`src/rtl/bp_resolve_queue.sv`:
```
// In-order queue of fetch-time prediction metadata, matched against EX-resolved outcomes to drive
// the next-PC predictor update interface and raise a front-end redirect on a misprediction.
module bp_resolve_queue #(
    parameter int gh_width   = 14,
    parameter int ADDR_WIDTH = 30,
    parameter int DEPTH      = 8
) (
    input  logic                  clk,
    input  logic                  rst,
    input  logic                  push_valid,
    output logic                  push_ready,
    input  logic [ADDR_WIDTH-1:0] push_pc,
    input  logic [ADDR_WIDTH-1:0] push_npc,
    input  logic [2:0]            push_kind,
    input  logic                  push_choice,
    input  logic [1:0]            push_pdch,
    input  logic [gh_width-1:0]   push_bh_hashed,
    input  logic [gh_width-1:0]   push_hashed,
    input  logic                  ex_valid,
    input  logic [2:0]            ex_kind,
    input  logic [ADDR_WIDTH-1:0] ex_npc,
    input  logic                  ex_ras_hit,
    output logic                  empty,
    output logic                  update_en,
    output logic [2:0]            kind_ex,
    output logic [ADDR_WIDTH-1:0] npc_ex,
    output logic [gh_width-1:0]   pc_ex_bh_hashed,
    output logic [gh_width-1:0]   pc_ex_hashed,
    output logic                  choice_real,
    output logic [1:0]            choice_pdch_ex,
    output logic [ADDR_WIDTH-1:0] ret_pc_ex,
    output logic                  mis_pdc,
    output logic [ADDR_WIDTH-1:0] redirect_pc
);

    localparam int PTR_W = $clog2(DEPTH);
    localparam logic [PTR_W:0] FULL_CNT = (PTR_W+1)'(DEPTH);
    localparam logic [2:0] KIND_RET = 3'd4;

    typedef struct packed {
        logic [ADDR_WIDTH-1:0] pc;
        logic [ADDR_WIDTH-1:0] npc;
        logic [2:0]            kind;
        logic                  choice;
        logic [1:0]            pdch;
        logic [gh_width-1:0]   bh_hashed;
        logic [gh_width-1:0]   hashed;
    } entry_t;

    entry_t             mem_q [DEPTH];
    entry_t             head;
    logic [PTR_W-1:0]   rd_ptr_q, rd_ptr_d, wr_ptr_q, wr_ptr_d;
    logic [PTR_W:0]     count_q, count_d;
    logic               do_push, do_pop, mispredict;

    assign push_ready = (count_q != FULL_CNT);
    assign empty      = (count_q == '0);
    assign do_push    = push_valid && push_ready;
    assign do_pop     = ex_valid && !empty;
    assign head       = mem_q[rd_ptr_q];
    assign mispredict = do_pop && ((ex_npc != head.npc) || (ex_kind != head.kind));

    // A mispredict flushes everything younger than the head, including a same-cycle push.
    always_comb begin
        // NOTE: every always_comb output gets a default first so no path leaves it unassigned,
        // which would otherwise infer a latch; blocking '=' is correct in combinational logic.
        rd_ptr_d = rd_ptr_q;
        wr_ptr_d = wr_ptr_q;
        count_d  = count_q;
        if (mispredict) begin
            rd_ptr_d = wr_ptr_q;
            count_d  = '0;
        end else begin
            if (do_push) wr_ptr_d = wr_ptr_q + PTR_W'(1);
            if (do_pop)  rd_ptr_d = rd_ptr_q + PTR_W'(1);
            case ({do_push, do_pop})
                2'b10:   count_d = count_q + (PTR_W+1)'(1);
                2'b01:   count_d = count_q - (PTR_W+1)'(1);
                default: count_d = count_q;
            endcase
        end
    end

    // NOTE: the entry array carries no reset; the pointers and count alone decide which entries
    // are live, so clearing storage would only cost reset fan-out.
    always_ff @(posedge clk) begin
        if (!rst && do_push && !mispredict) begin
            mem_q[wr_ptr_q] <= '{pc: push_pc, npc: push_npc, kind: push_kind, choice: push_choice,
                                 pdch: push_pdch, bh_hashed: push_bh_hashed, hashed: push_hashed};
        end
    end

    // NOTE: sequential state uses non-blocking '<=' so every register samples pre-edge values.
    always_ff @(posedge clk) begin
        if (rst) begin
            rd_ptr_q        <= '0;
            wr_ptr_q        <= '0;
            count_q         <= '0;
            update_en       <= 1'b0;
            kind_ex         <= '0;
            npc_ex          <= '0;
            pc_ex_bh_hashed <= '0;
            pc_ex_hashed    <= '0;
            choice_real     <= 1'b0;
            choice_pdch_ex  <= '0;
            ret_pc_ex       <= '0;
            mis_pdc         <= 1'b0;
            redirect_pc     <= '0;
        end else begin
            rd_ptr_q  <= rd_ptr_d;
            wr_ptr_q  <= wr_ptr_d;
            count_q   <= count_d;
            update_en <= do_pop;
            mis_pdc   <= mispredict;
            if (do_pop) begin
                kind_ex         <= ex_kind;
                npc_ex          <= ex_npc;
                pc_ex_bh_hashed <= head.bh_hashed;
                pc_ex_hashed    <= head.hashed;
                choice_real     <= (ex_kind == KIND_RET) ? ex_ras_hit : head.choice;
                choice_pdch_ex  <= head.pdch;
                ret_pc_ex       <= head.pc + ADDR_WIDTH'(1);
            end
            if (mispredict) redirect_pc <= ex_npc;
        end
    end

endmodule

```
`config.mk`:
```
export PLATFORM = sky130hd
export DESIGN_NAME = bp_resolve_queue
export DESIGN_NICKNAME = d
export VERILOG_FILES = /design/src/rtl/bp_resolve_queue.sv
export SDC_FILE = /design/constraint.sdc
export NUM_CORES = 1
export LEC_CHECK = 0
export ABC_CLOCK_PERIOD_IN_PS = 16050
export CORE_ASPECT_RATIO = 1.25
export CORE_MARGIN = 3
export CORE_UTILIZATION = 35
export DETAILED_ROUTE_END_ITERATION = 10
export PLACE_DENSITY = 0.57
export SYNTH_ARGS = -nofsm -noshare
export SYNTH_HDL_FRONTEND = slang
export SYNTH_SLANG_ARGS = --single-unit
```
`constraint.sdc`:
```
create_clock -name clk -period 16.05 [get_ports clk]
set_input_delay 1.605 -clock clk [delete_from_list [all_inputs] [get_ports clk]]
set_output_delay 1.605 -clock clk [all_outputs]
set_load 0.05 [all_outputs]
```
* Word-level counts from Yosys, hierarchy flattened *
Memory sizes are Yosys's and may differ from the RTL's. A register that Yosys moved wholly into a read port is not among the register bits.
Index checks and enable logic that the tools add are counted.

cells by class
  bitwise gates (word level) = 1
  add/subtract/negate cells = 5
  mux-type cells = 8
  reduce and logical (&&, ||, !) cells = 14
  equality and inequality tests = 6

operators by type and width
  kind                                                                   count
  30-bit by 1-bit adder with 30-bit output, second input constant        1
  30-bit != test                                                         1
  3-bit two-way mux                                                      4
  4-bit one-hot mux with 2 select lines                                  1
  3-bit by 1-bit adder with 3-bit output, second input constant          2
  1-bit logical AND                                                      5
  4-bit by 1-bit adder with 4-bit output, second input constant          1
  4-bit logical NOT                                                      1
  4-bit != test, second input constant                                   1
  2-bit nonzero test                                                     2
  4-bit by 1-bit subtractor with 4-bit output, second input constant     1
  3-bit equality test, second input constant                             1
  1-bit logical NOT                                                      3
  1-bit two-way mux                                                      3
  3-bit != test                                                          1
  2-bit by 1-bit equality test with 1-bit output, second input constant  1
  2-bit equality test, second input constant                             1
  2-bit AND reduction                                                    1
  2-bit OR reduction                                                     1
  1-bit logical OR                                                       1
  1-bit inverter                                                         1

word-level totals
  flip-flop bits (word level) = 136
  memories kept = 1
  bits in writable memories = 752
  output and inout bits = 128

memories
  name   depth  bits a word  read ports  clocked after Yosys merged registers in  write ports  RTL line  RTL
  mem_q  8      94           1           1                                        1            50        entry_t mem_q [DEPTH];

* Logic depth before layout (Yosys ltp) *
  word-level depth = 8
  depth in mapped cells = 16
  depth with buffers taken out = 12

* Worst setup path before layout *
OpenSTA, ideal clock, no wires.

  path kind = register to register
  from = register count_q[3]
  to = memory mem_q[3][0] (netlist name) (enable)
  period minus slack after synthesis = 13183 ps
  path buffers = 2
  setup slack = 2867 ps
  cell stages (with the launch flop) = 8
  library setup time = 810 ps
  data arrival time = 12373 ps
  cells stage by stage = dfxtp_1 nor4_1 nand2b_1 clkbuf_1 inv_2 a21oi_4 buf_6 nor4b_1

on the way
  cells in the longest elaborated chain, start to end = 8
  elaborated cells on any way between the ends = 11

ends and longest elaborated chain
  item                                     RTL line  RTL
  start: declaration                       53        logic [PTR_W:0] count_q, count_d;
  start signal: assignment                 112       count_q <= count_d;
  4-bit logical NOT                        57        assign empty = (count_q == '0);
  via empty                                23        output logic empty,
  1-bit logical NOT                        59        assign do_pop = ex_valid && !empty;
  1-bit logical AND                        59
  1-bit logical AND                        61        assign mispredict = do_pop && ((ex_npc != head.npc) || (ex_kind != head.kind));
  1-bit logical NOT                        87        if (!rst && do_push && !mispredict) begin
  1-bit logical AND                        87
  1-bit two-way mux                        87
  1-bit two-way mux (implied by the code)  88        mem_q[wr_ptr_q] <= '{pc: push_pc, npc: push_npc, kind: push_kind, choice: push_choice,
  end: declaration                         50

The timed path passes the listed nets, and every way through them passes these cells.

==> results.ini <==
[run]
cap_violations=0

[pwr]
power.share.switching=0.300
p_per_area_nw_per_um2=158
max_rail_drop_vdd_v=0.0000930
seq_power_share=0.434
combinationalPowerShare=0.231
power.clock.fraction=0.335
internal-power_w=0.00453
p_sw_w=0.00194
finalPower_w=0.00647
leakage_nw=12.6

[worst_setup_path]
sort_of_element_at_the_start_of_the_critical_path=flop
worst_ep_arrival_time_ns=7.09
timing.critical_path.slowest_stage_cell=sky130_fd_sc_hd__nor4b_2
ff2ff_path_depth=11
critical-path-max-stage-delay_ns=0.96
crit_cells=11
cpLargestDelayFamily=buffers and inverters
required_ns=16.29
critical_path_class=flop to flop
critical_path.max_fanout=54
crit_path_end_kind=flop
path_common_cell=sky130_fd_sc_hd__buf_4
critical_path.cell_chain=buf_4, mux4_2, mux2i_1, xor2_1, nand4_1, nor3_1, nand4_2, a21oi_4, buf_4, nor4b_2, buf_4
cp_num_buf_inv=3

[logic_synthesis]
synth_top_family_by_area=multiplexers
mappedNetlistArea_um2=34100
seq_area_frac_synth=0.744
synthAdderAreaFrac=0.00279
syn_nets=1921
synthXorXnorAreaFrac=0.0149
ys_ff_latch=891
post_synth.cell_area_avg_um2=19.1
post_synth_mux_area_share=0.151
postSynthCellCount=1782
synth_compound_area_frac=0.0320
yosysUniqueCellTypes=51
ys.warnings.count=0
post_synth_and_or_nand_nor_area_fraction=0.0376

[floorplanning]
io_pins=260
initial_utilization=0.354
die_area_um2=101000
site_rows=127
core-area_um2=96300
die_y_um=355
horizontal_die_dimension_um=285

[clocking]
cts_root_buf=sky130_fd_sc_hd__clkbuf_16
cts_buffer_depth=3
clock_tree_from_tritoncts=built
clk-insertion-delay-late_ns=0.64
number_of_buffers_inserted_by_post_cts_setup_repair=0
post_cts_sizing=0
clock_sinks=891
clkSlewWorstSetupHoldPaths_ns=0.06
cts_max_level=3
tritoncts.num_buffers=91
hold_fix_buffers_cts=0

[hold_path]
worst_hold_path.num_cells=2
hold_class=flop to flop

[timing]
relSlewSlack=0.244
skew_ns=0.0232
timing.final.max_slew_violations=0
endpoints_failing_hold=0
max_freq_ghz=0.146
timing_worst_slew_pin_value_ns=1.13
final_period_minus_worst_setup_slack_ns=6.84
min_period_over_period=0.426
setup-violations-final=0
unrepaired_setup_endpoints_after_global_routing=false
sum_of_negative_setup_slack_ns=0

[global_route]
grt_first_pass_wirelength_mm=122
grt_total_usage=0.161
grt_max_degree=112
grt_antenna_before_repair=11
grt_overflow_total=0
first_global_vias=18400

[cells_and_area]
final_util=0.427
finish.net_count=2199
area_delta_synth_final_pct=20.5
fillers=8454
final_layout_size_suffix_gt1_frac=0.178

[drt]
drtPass1Iterations=5
route.detailed.drc=0
detail_routed_via_count_per_cell=5.04
avgRoutedWirePerCell_um=23.8
vias=17300
route.final.wire_length_mm=81.6
drt_first_iter_violations=1149
residual_antenna_violating_net_count_after_detailed_routing=0

[run_status]
run_status=completed

[placement]
dpl.hpwl_mm=49.2
gp_congestion=0.743
count_of_port_buffers_added_during_placement=259

-- per-stage QoR --
| stage | area (µm²) | cells | setup slack, ns | hold slack (ns) |
|---|---|---|---|---|
| final | 41100 | 3434 | 9.21 | 0.451 |
| after global routing | 41100 | 3429 | 8.63 | 0.475 |
| after CTS | 41100 | 3428 | 8.92 | 0.451 |
| after detailed placement | 38000 | 3257 | 8.98 | 0.443 |
| after global placement | 38000 | 3257 | 9.23 | 0.444 |
| after floorplan | 34100 | 1782 | 2.87 | 0.478 |
-- area by class of cell --
cell class	count	area (µm²)	area share
flip-flops and latches	891	25400	0.617
inverters	9	36.3	0.000883
diodes	6	15.0	0.000365
repair buffers	282	2780	0.0675
multi-input cells	785	8180	0.199
clock inverters	59	632	0.0154
well taps	1290	1610	0.0393
clock buffers	112	2470	0.0601
-- final timing paths --
kind | startpoint | end | slack, ns
hold reg to reg | ret_pc_ex[10] | ret_pc_ex[10] | 0.45
hold / removal | ret_pc_ex[10] | ret_pc_ex[10] | 0.45
setup reg to reg | flop | mem_q[7][70] | 9.21
setup / recovery | flop | mem_q[7][70] | 9.21
-- worst min-delay path: cells and delay by family (launching register included) --
kind / cells / cell delay, ns
AO/OA/AOI/OAI: 1 / 0.05
AND/OR/NAND/NOR: 1 / 0.05
flip-flops: 1 / 0.31
-- Yosys cell counts (all sizes together) --
| library cell | count | area share |
|---|---|---|
| a2111oi | 3 | 0.0013 |
| a211oi | 32 | 0.0072 |
| a21boi | 1 | 0.00022 |
| a21o | 2 | 0.00044 |
| a21oi | 68 | 0.010 |
| a221oi | 1 | 0.00026 |
| a22o | 33 | 0.0085 |
| a22oi | 4 | 0.00088 |
| a31oi | 1 | 0.00018 |
| and2 | 10 | 0.0018 |
| and3 | 5 | 0.00092 |
| and4 | 6 | 0.0015 |
| buf | 59 | 0.012 |
| clkbuf | 38 | 0.0042 |
| dfxtp | 139 | 0.082 |
| edfxtp | 752 | 0.66 |
| fa | 1 | 0.00059 |
| ha | 6 | 0.0022 |
| inv | 9 | 0.00099 |
| mux2 | 6 | 0.0020 |
| mux2i | 102 | 0.030 |
| mux4 | 181 | 0.12 |
| nand2 | 126 | 0.014 |
| nand2b | 6 | 0.0011 |
| nand3 | 17 | 0.0025 |
| nand3b | 12 | 0.0026 |
| nand4 | 6 | 0.0013 |
| nor2 | 48 | 0.0053 |
| nor2b | 9 | 0.0017 |
| nor3 | 4 | 0.00059 |
| nor3b | 5 | 0.0011 |
| nor4 | 6 | 0.0013 |
| nor4b | 3 | 0.00077 |
| o211a | 1 | 0.00029 |
| o211ai | 1 | 0.00022 |
| o21ai | 13 | 0.0019 |
| o311ai | 1 | 0.00026 |
| or2 | 1 | 0.00018 |
| or3 | 6 | 0.0011 |
| xnor2 | 21 | 0.0054 |
| xor2 | 37 | 0.0095 |
-- layout by cell type, fill, tap and decap left out, drive strengths merged, types with 13 or more instances in the layout --
cell	synthesis	routed
clkdlybuf4s50	0	258
dfxtp	139	139
xnor2	21	21
a22o	33	33
clkinv	0	39
nand2	126	126
o21ai	13	13
nand3	17	17
mux4	181	181
xor2	37	37
clkbuf	38	112
nor2	48	48
mux2i	102	102
buf	59	24
inv	9	13
edfxtp	752	752
a211oi	32	32
a21oi	68	68
-- cell families (layout without fill, tap and decap cells) --
logic type,after synthesis,in the layout
compound gates,161,161
xor+xnor,58,58
fa+ha+maj,7,7
buf+inv,106,462
flops,891,891
mux,289,289
other cells,0,6
simple gates,270,270
-- state kept, by name (all words and copies together) (netlist names), named ones only --
name	count
count_q	4
pc_ex_bh_hashed	14
choice_pdch_ex	2
choice_real	1
kind_ex	3
mem_q	752
npc_ex	30
update_en	1
redirect_pc	30
mis_pdc	1
rd_ptr_q	3
wr_ptr_q	3
ret_pc_ex	30
pc_ex_hashed	14
-- power by group through the flow --
stage	clock (W)	combinational [W]	sequential, W
after floorplan	0	0.000722	0.00315
after global placement	0	0.00152	0.00286
after detailed placement	0	0.00152	0.00286
after CTS	0.00222	0.00153	0.00282
after global routing	0.00231	0.00161	0.00283
final	0.00217	0.00150	0.00281
-- layer usage --
metal	global-route usage	routed length, µm	vias to the layer above	share of wire
met5	0	23	-	0.00028
met4	0.0395	1470	4	0.018
met3	0.0311	4710	106	0.058
met2	0.276	41400	465	0.51
met1	0.211	33900	9032	0.42
li1	-	-	7690	-
(Power assumes the default switching activity.)
==> RTL change 1, RTL diff (same flow settings) <==
Register the output `redirect_pc` once more, with the module's reset; this adds one clock of latency there. The other outputs are not delayed to match.
--- a/src/rtl/bp_resolve_queue.sv
+++ b/src/rtl/bp_resolve_queue.sv
@@ -46,6 +46,8 @@
         logic [gh_width-1:0]   bh_hashed;
         logic [gh_width-1:0]   hashed;
     } entry_t;
+
+    logic [ADDR_WIDTH-1:0] redirect_pc_s0;
 
     entry_t             mem_q [DEPTH];
     entry_t             head;
@@ -105,7 +107,7 @@
             choice_pdch_ex  <= '0;
             ret_pc_ex       <= '0;
             mis_pdc         <= 1'b0;
-            redirect_pc     <= '0;
+            redirect_pc_s0  <= '0;
         end else begin
             rd_ptr_q  <= rd_ptr_d;
             wr_ptr_q  <= wr_ptr_d;
@@ -121,7 +123,15 @@
                 choice_pdch_ex  <= head.pdch;
                 ret_pc_ex       <= head.pc + ADDR_WIDTH'(1);
             end
-            if (mispredict) redirect_pc <= ex_npc;
+            if (mispredict) redirect_pc_s0 <= ex_npc;
+        end
+    end
+
+    always_ff @(posedge clk) begin
+        if (rst) begin
+            redirect_pc <= '0;
+        end else begin
+            redirect_pc <= redirect_pc_s0;
         end
     end
 
Behaviour: not the same (Yosys sat finds a counterexample within 4 cycles, from zero or initial values and one cycle with rst high).
==> RTL change 1 against the unedited design <==
  * Global-route usage rose by 0.55 points
  * Wire length up 7.0%
  * Count of clock-buffer cells in the layout grew 19
  * Largest power group unchanged
  * Synthesized area grew 2.8%
  * Final area rose by 2.6%
  * Critical path depth is the same
  * Setup slack got worse by 0.31 ns
  * Sequential cell count grew 30
  * Non-clock buffer count rose by 11
  * Highest routed layer unchanged
  * Power is 1.5% higher
  * First-iteration DRC count rose by 19%
==> RTL change 1: results (changes against the unedited design) <==
Status = completed
Largest net degree at the start of global routing = 123 (+9.8%)
1st-pass router iterations = 6 (+1)
Hold EP = npc_ex[2]
Max FFs per register = 752 (unchanged)
Register area share after synthesis = 74.1% (-0.30 points)
DRT iter0 DRCs = 1369 (+19%)
RR Endpoint = mem_q[5][43]
Tot GR Track Use = 16.6% (+0.55 points)
Cts bufs inserted = 95 (+4.4%)
R2R setup slack = 8.90 ns (-0.31 ns)
Commonest cells post-synth = edfxtp_1 (752), dfxtp_1 (169), mux4_2 (147), nand2_1 (144), mux2i_1 (127)
Post-Syn Nets = 2051 (+6.8%)
Slew of the pin with the lowest slew margin = 1.20 ns (+0.0611 ns)
Leak Pwr = 13.4 nW (+6.3%)
Hold Startpoint = npc_ex[2]
Dominant cells by area after synthesis = edfxtp_1 (64%), dfxtp_1 (9.7%), mux4_2 (9.4%)
Dpl hpwl = 53.2 mm (+8.2%)
Critical path data arrival time = 7.42 ns (+0.33 ns)
Final setup skew = 0.0310 ns (+0.00782 ns)
Post-synthesis cell type count = 61 (+20%)
Initial antenna violation count = 14 (+3)
CP max FO = 72 (+33%)
Number of max-slew violations in the final report = 0 (unchanged)
Critical Path Start Type = flip-flop
Nets = 2339 (+6.4%)
Layout cell share with drive strength beyond 1 = 15.7% (-2.1 points)
Max VDD drop = 0.000130 V (+40%)
Worst skew pair latency = 0.66 ns (+0.02 ns)
Layout fillers = 8755 (+3.6%)
First-pass GRT wire length = 128 mm (+4.9%)
Vias per cell = 5.08 (+0.90%)
Post-Route WL = 87.3 mm (+7.0%)
GPL Wtd Cong = 0.750 (+1.0%)
Vias in the first global route = 18900 (+2.7%)
[RTL change 1: layout make-up]
class | instances | area share (%)
Antenna cell | 7 | 0.0415
Clock buffer | 131 | 6.39
Clock inverter | 45 | 1.10
Inverter | 12 | 0.113
Multi-Input combinational cell | 877 | 20.1
Sequential cell | 921 | 61.6
Tap cell | 1310 | 3.89
Timing Repair Buffer | 293 | 6.77
[RTL change 1: stage by stage]
step	cell area [um^2]	util (%)	setup slack, ns	hold slack [ns]	std cells
6_report	42200	42.6	8.90	0.452	3596
5_1_grt	42200	42.6	8.47	0.472	3592
4_1_cts	42200	42.5	8.68	0.454	3589
3_5_place_dp	39000	39.4	8.74	0.446	3413
3_3_place_gp	39000	39.4	8.81	0.441	3413
2_1_floorplan	35100	-	5.58	0.448	1912
[RTL change 1: how the worst max path moves through the flow]
| stage | to | depth (start not counted) |
|---|---|---|
| 2_1_floorplan | mem_q[0][0] | 7 |
| 3_3_place_gp | mem_q[5][43] | 11 |
| 3_5_place_dp | mem_q[5][43] | 11 |
| 4_1_cts | mem_q[5][43] | 11 |
| 5_1_grt | mem_q[5][43] | 11 |
| 6_report | mem_q[5][43] | 11 |
[RTL change 1: critical path, stage by stage (launching register included)]
cell and delay (ns):
dfxtp_4 0.99, buf_4 0.98, inv_2 0.30, mux2i_1 0.27, xor2_1 0.21, nand2_1 0.07, nor4_1 0.59, and4_1 0.55
a21oi_4 0.20, nor3b_2 0.86, buf_4 0.91, buf_4 0.66
[RTL change 1: logic make-up (layout without fill, tap and decap cells)]
family	Yosys count	in the layout	synth area share, %
adder cells (fa/ha/maj)	7	7	0.271
XOR/XNOR	47	47	1.17
AO/OA/AOI/OAI	199	199	3.95
multiplexers	294	294	14.1
buffers and inverters	114	481	1.90
AND/OR/NAND/NOR	330	330	4.54
flip-flops	921	921	74.1
other	0	7	0
[RTL change 1: report_power, final]
group          switching, mW  internal (mW)  leakage, nW
Combinational          0.943          0.541         3.69
Clock                  0.910           1.29         1.55
Sequential             0.105           2.78         8.17
[RTL change 1: layer usage]
metal,vias up,track usage (%),part of all wire [%]
li1,8161,-,-
met1,9516,21.8,42
met2,471,27.9,50
met3,122,3.50,5.9
met4,6,4.77,2.1
met5,-,0,0.042
==> RTL change 2, RTL diff (config.mk and constraints unchanged) <==
Made on the original files. `gh_width`: 14 -> 12.
--- a/src/rtl/bp_resolve_queue.sv
+++ b/src/rtl/bp_resolve_queue.sv
@@ -1,7 +1,7 @@
 // In-order queue of fetch-time prediction metadata, matched against EX-resolved outcomes to drive
 // the next-PC predictor update interface and raise a front-end redirect on a misprediction.
 module bp_resolve_queue #(
-    parameter int gh_width   = 14,
+    parameter int gh_width   = 12,
     parameter int ADDR_WIDTH = 30,
     parameter int DEPTH      = 8
 ) (
Interface: changed (resized pc_ex_bh_hashed, pc_ex_hashed, push_bh_hashed and push_hashed); port bits go from 260 to 252. The function was not compared with the original's and may differ.
==> RTL change 2 against the unedited design <==
  * Setup slack got worse by 0.18 ns
  * Power fell by 5.0%
  * Clock power fell by 8%
  * Synthesized area fell by 3.4%
  * Sequential share of layout area barely moved
  * Sequential power fell by 4%
  * Non-clock buffer count fell by 12
  * Wire length fell by 4.0%
  * First-iteration DRC count rose by 13%
  * Final area fell by 4.0%
  * Sequential cell count fell by 36
  * Highest routed layer unchanged
==> RTL change 2: results (changes against the unedited design) <==
Wire length per cell = 23.7 um (-0.33%)
DRT iter0 DRCs = 1293 (+13%)
Max VDD drop = 0.000112 V (+20%)
Vias per cell = 5.10 (+1.2%)
Switching Power = 1.86 mW (-4.2%)
Hold EP = ret_pc_ex[2]
Largest net degree at the start of global routing = 106 (-5.4%)
Adder-Cell Fraction of Synth Area = 0.289% (+0.0098 points)
Post-synthesis mux area share = 14.7% (-0.41 points)
Compound-Gate Fraction of Synth Area = 3.68% (+0.48 points)
R2R setup slack = 9.02 ns (-0.18 ns)
GPL Wtd Cong = 0.774 (+4.3%)
Dominant cells by area after synthesis = edfxtp_1 (66%), mux4_2 (11%), dfxtp_1 (8.2%)
Initial antenna violation count = 15 (+4)
Status = completed
Dpl hpwl = 48.3 mm (-1.8%)
Layout cell share with drive strength beyond 1 = 17.2% (-0.56 points)
RR Endpoint = mem_q[0][53]
Hold Startpoint = ret_pc_ex[2]
Tot GR Track Use = 16.0% (-0.12 points)
Nets = 2154 (-2.0%)
Hold_ws = 0.451 ns (+0.000221 ns)
Vias in the first global route = 17800 (-3.0%)
Commonest cells post-synth = edfxtp_1 (720), mux4_2 (164), nand2_1 (141), dfxtp_1 (135), mux2i_1 (99)
Max FFs per register = 720 (-4.3%)
EDFF count, synth = 720 (-4.3%)
First-pass GRT wire length = 116 mm (-4.6%)
Max stage delay on crit path = 1.08 ns (+0.12 ns)
CP max FO = 49 (-9.3%)
Register area share after synthesis = 73.8% (-0.55 points)
Pre-CTS setup slack = 8.74 ns (-0.238 ns)
Final setup skew = 0.0290 ns (+0.00582 ns)
Slew Limit Headroom = 14.7% (-9.7 points)
Post-synthesis xor/xnor area fraction = 1.17% (-0.32 points)
Cts bufs inserted = 85 (-6.6%)
## RTL change 2: final cells by class
cell class | instances | area [um^2] | area share (%)
sequential | 855 | 24300 | 61.7
multi-input combinational | 798 | 8040 | 20.4
inverter | 9 | 36.3 | 0.0920
clock inverter | 49 | 544 | 1.38
timing repair buffer | 270 | 2670 | 6.76
clock buffer | 110 | 2290 | 5.81
tap | 1206 | 1510 | 3.83
antenna | 9 | 22.5 | 0.0571
## RTL change 2: per-stage QoR
step                      cells  area (um^2)
after floorplan            1756        32900
after global placement     3138        36600
after detailed placement   3138        36600
after CTS                  3297        39400
after global routing       3301        39400
final                      3306        39400
## RTL change 2: power by group through the flow
stage	clock (mW)	combinational (mW)	sequential, mW
after floorplan	0	0.710	3.02
after global placement	0	1.46	2.73
after detailed placement	0	1.47	2.74
after CTS	2.05	1.48	2.70
after global routing	2.14	1.55	2.71
final	2.00	1.45	2.69
## RTL change 2: per-layer routing
| metal | vias to the layer above | part of all wire [%] | GRT usage [%] |
|---|---|---|---|
| li1 | 7546 | - | - |
| met4 | 6 | 2.7 | 5.60 |
| met5 | - | 0.051 | 0 |
| met2 | 373 | 51 | 27.9 |
| met3 | 120 | 5.3 | 3.47 |
| met1 | 8814 | 41 | 19.4 |
## RTL change 2: worst max-delay path by stage
stage               cells after the start  slack (ns)  startpoint      endpoint
floorplan                               7       10.38  count_q[3]   mem_q[2][0]
global placement                       11        8.82   flip-flop  mem_q[2][24]
detailed placement                     11        8.74   flip-flop  mem_q[0][50]
CTS                                    11        8.71   flip-flop  mem_q[0][53]
global route                           11        8.48   flip-flop   mem_q[0][0]
finish                                 11        9.02   flip-flop  mem_q[0][53]
## RTL change 2: logic make-up after synthesis
| kind of cell | count (synthesis) |
|---|---|
| DFF | 855 |
| and+or+nand+nor | 295 |
| muxes | 278 |
| AOI/OAI and AO/OA | 174 |
| buffers and inverters | 103 |
| xor gates and xnor gates | 44 |
| adders and majority gates | 7 |
## RTL change 2: worst min-delay path, delay by kind of cell (launching register included)
kind	cells	cell delay, ns
DFF	1	0.30
AOI/OAI and AO/OA	1	0.05
and+or+nand+nor	1	0.05
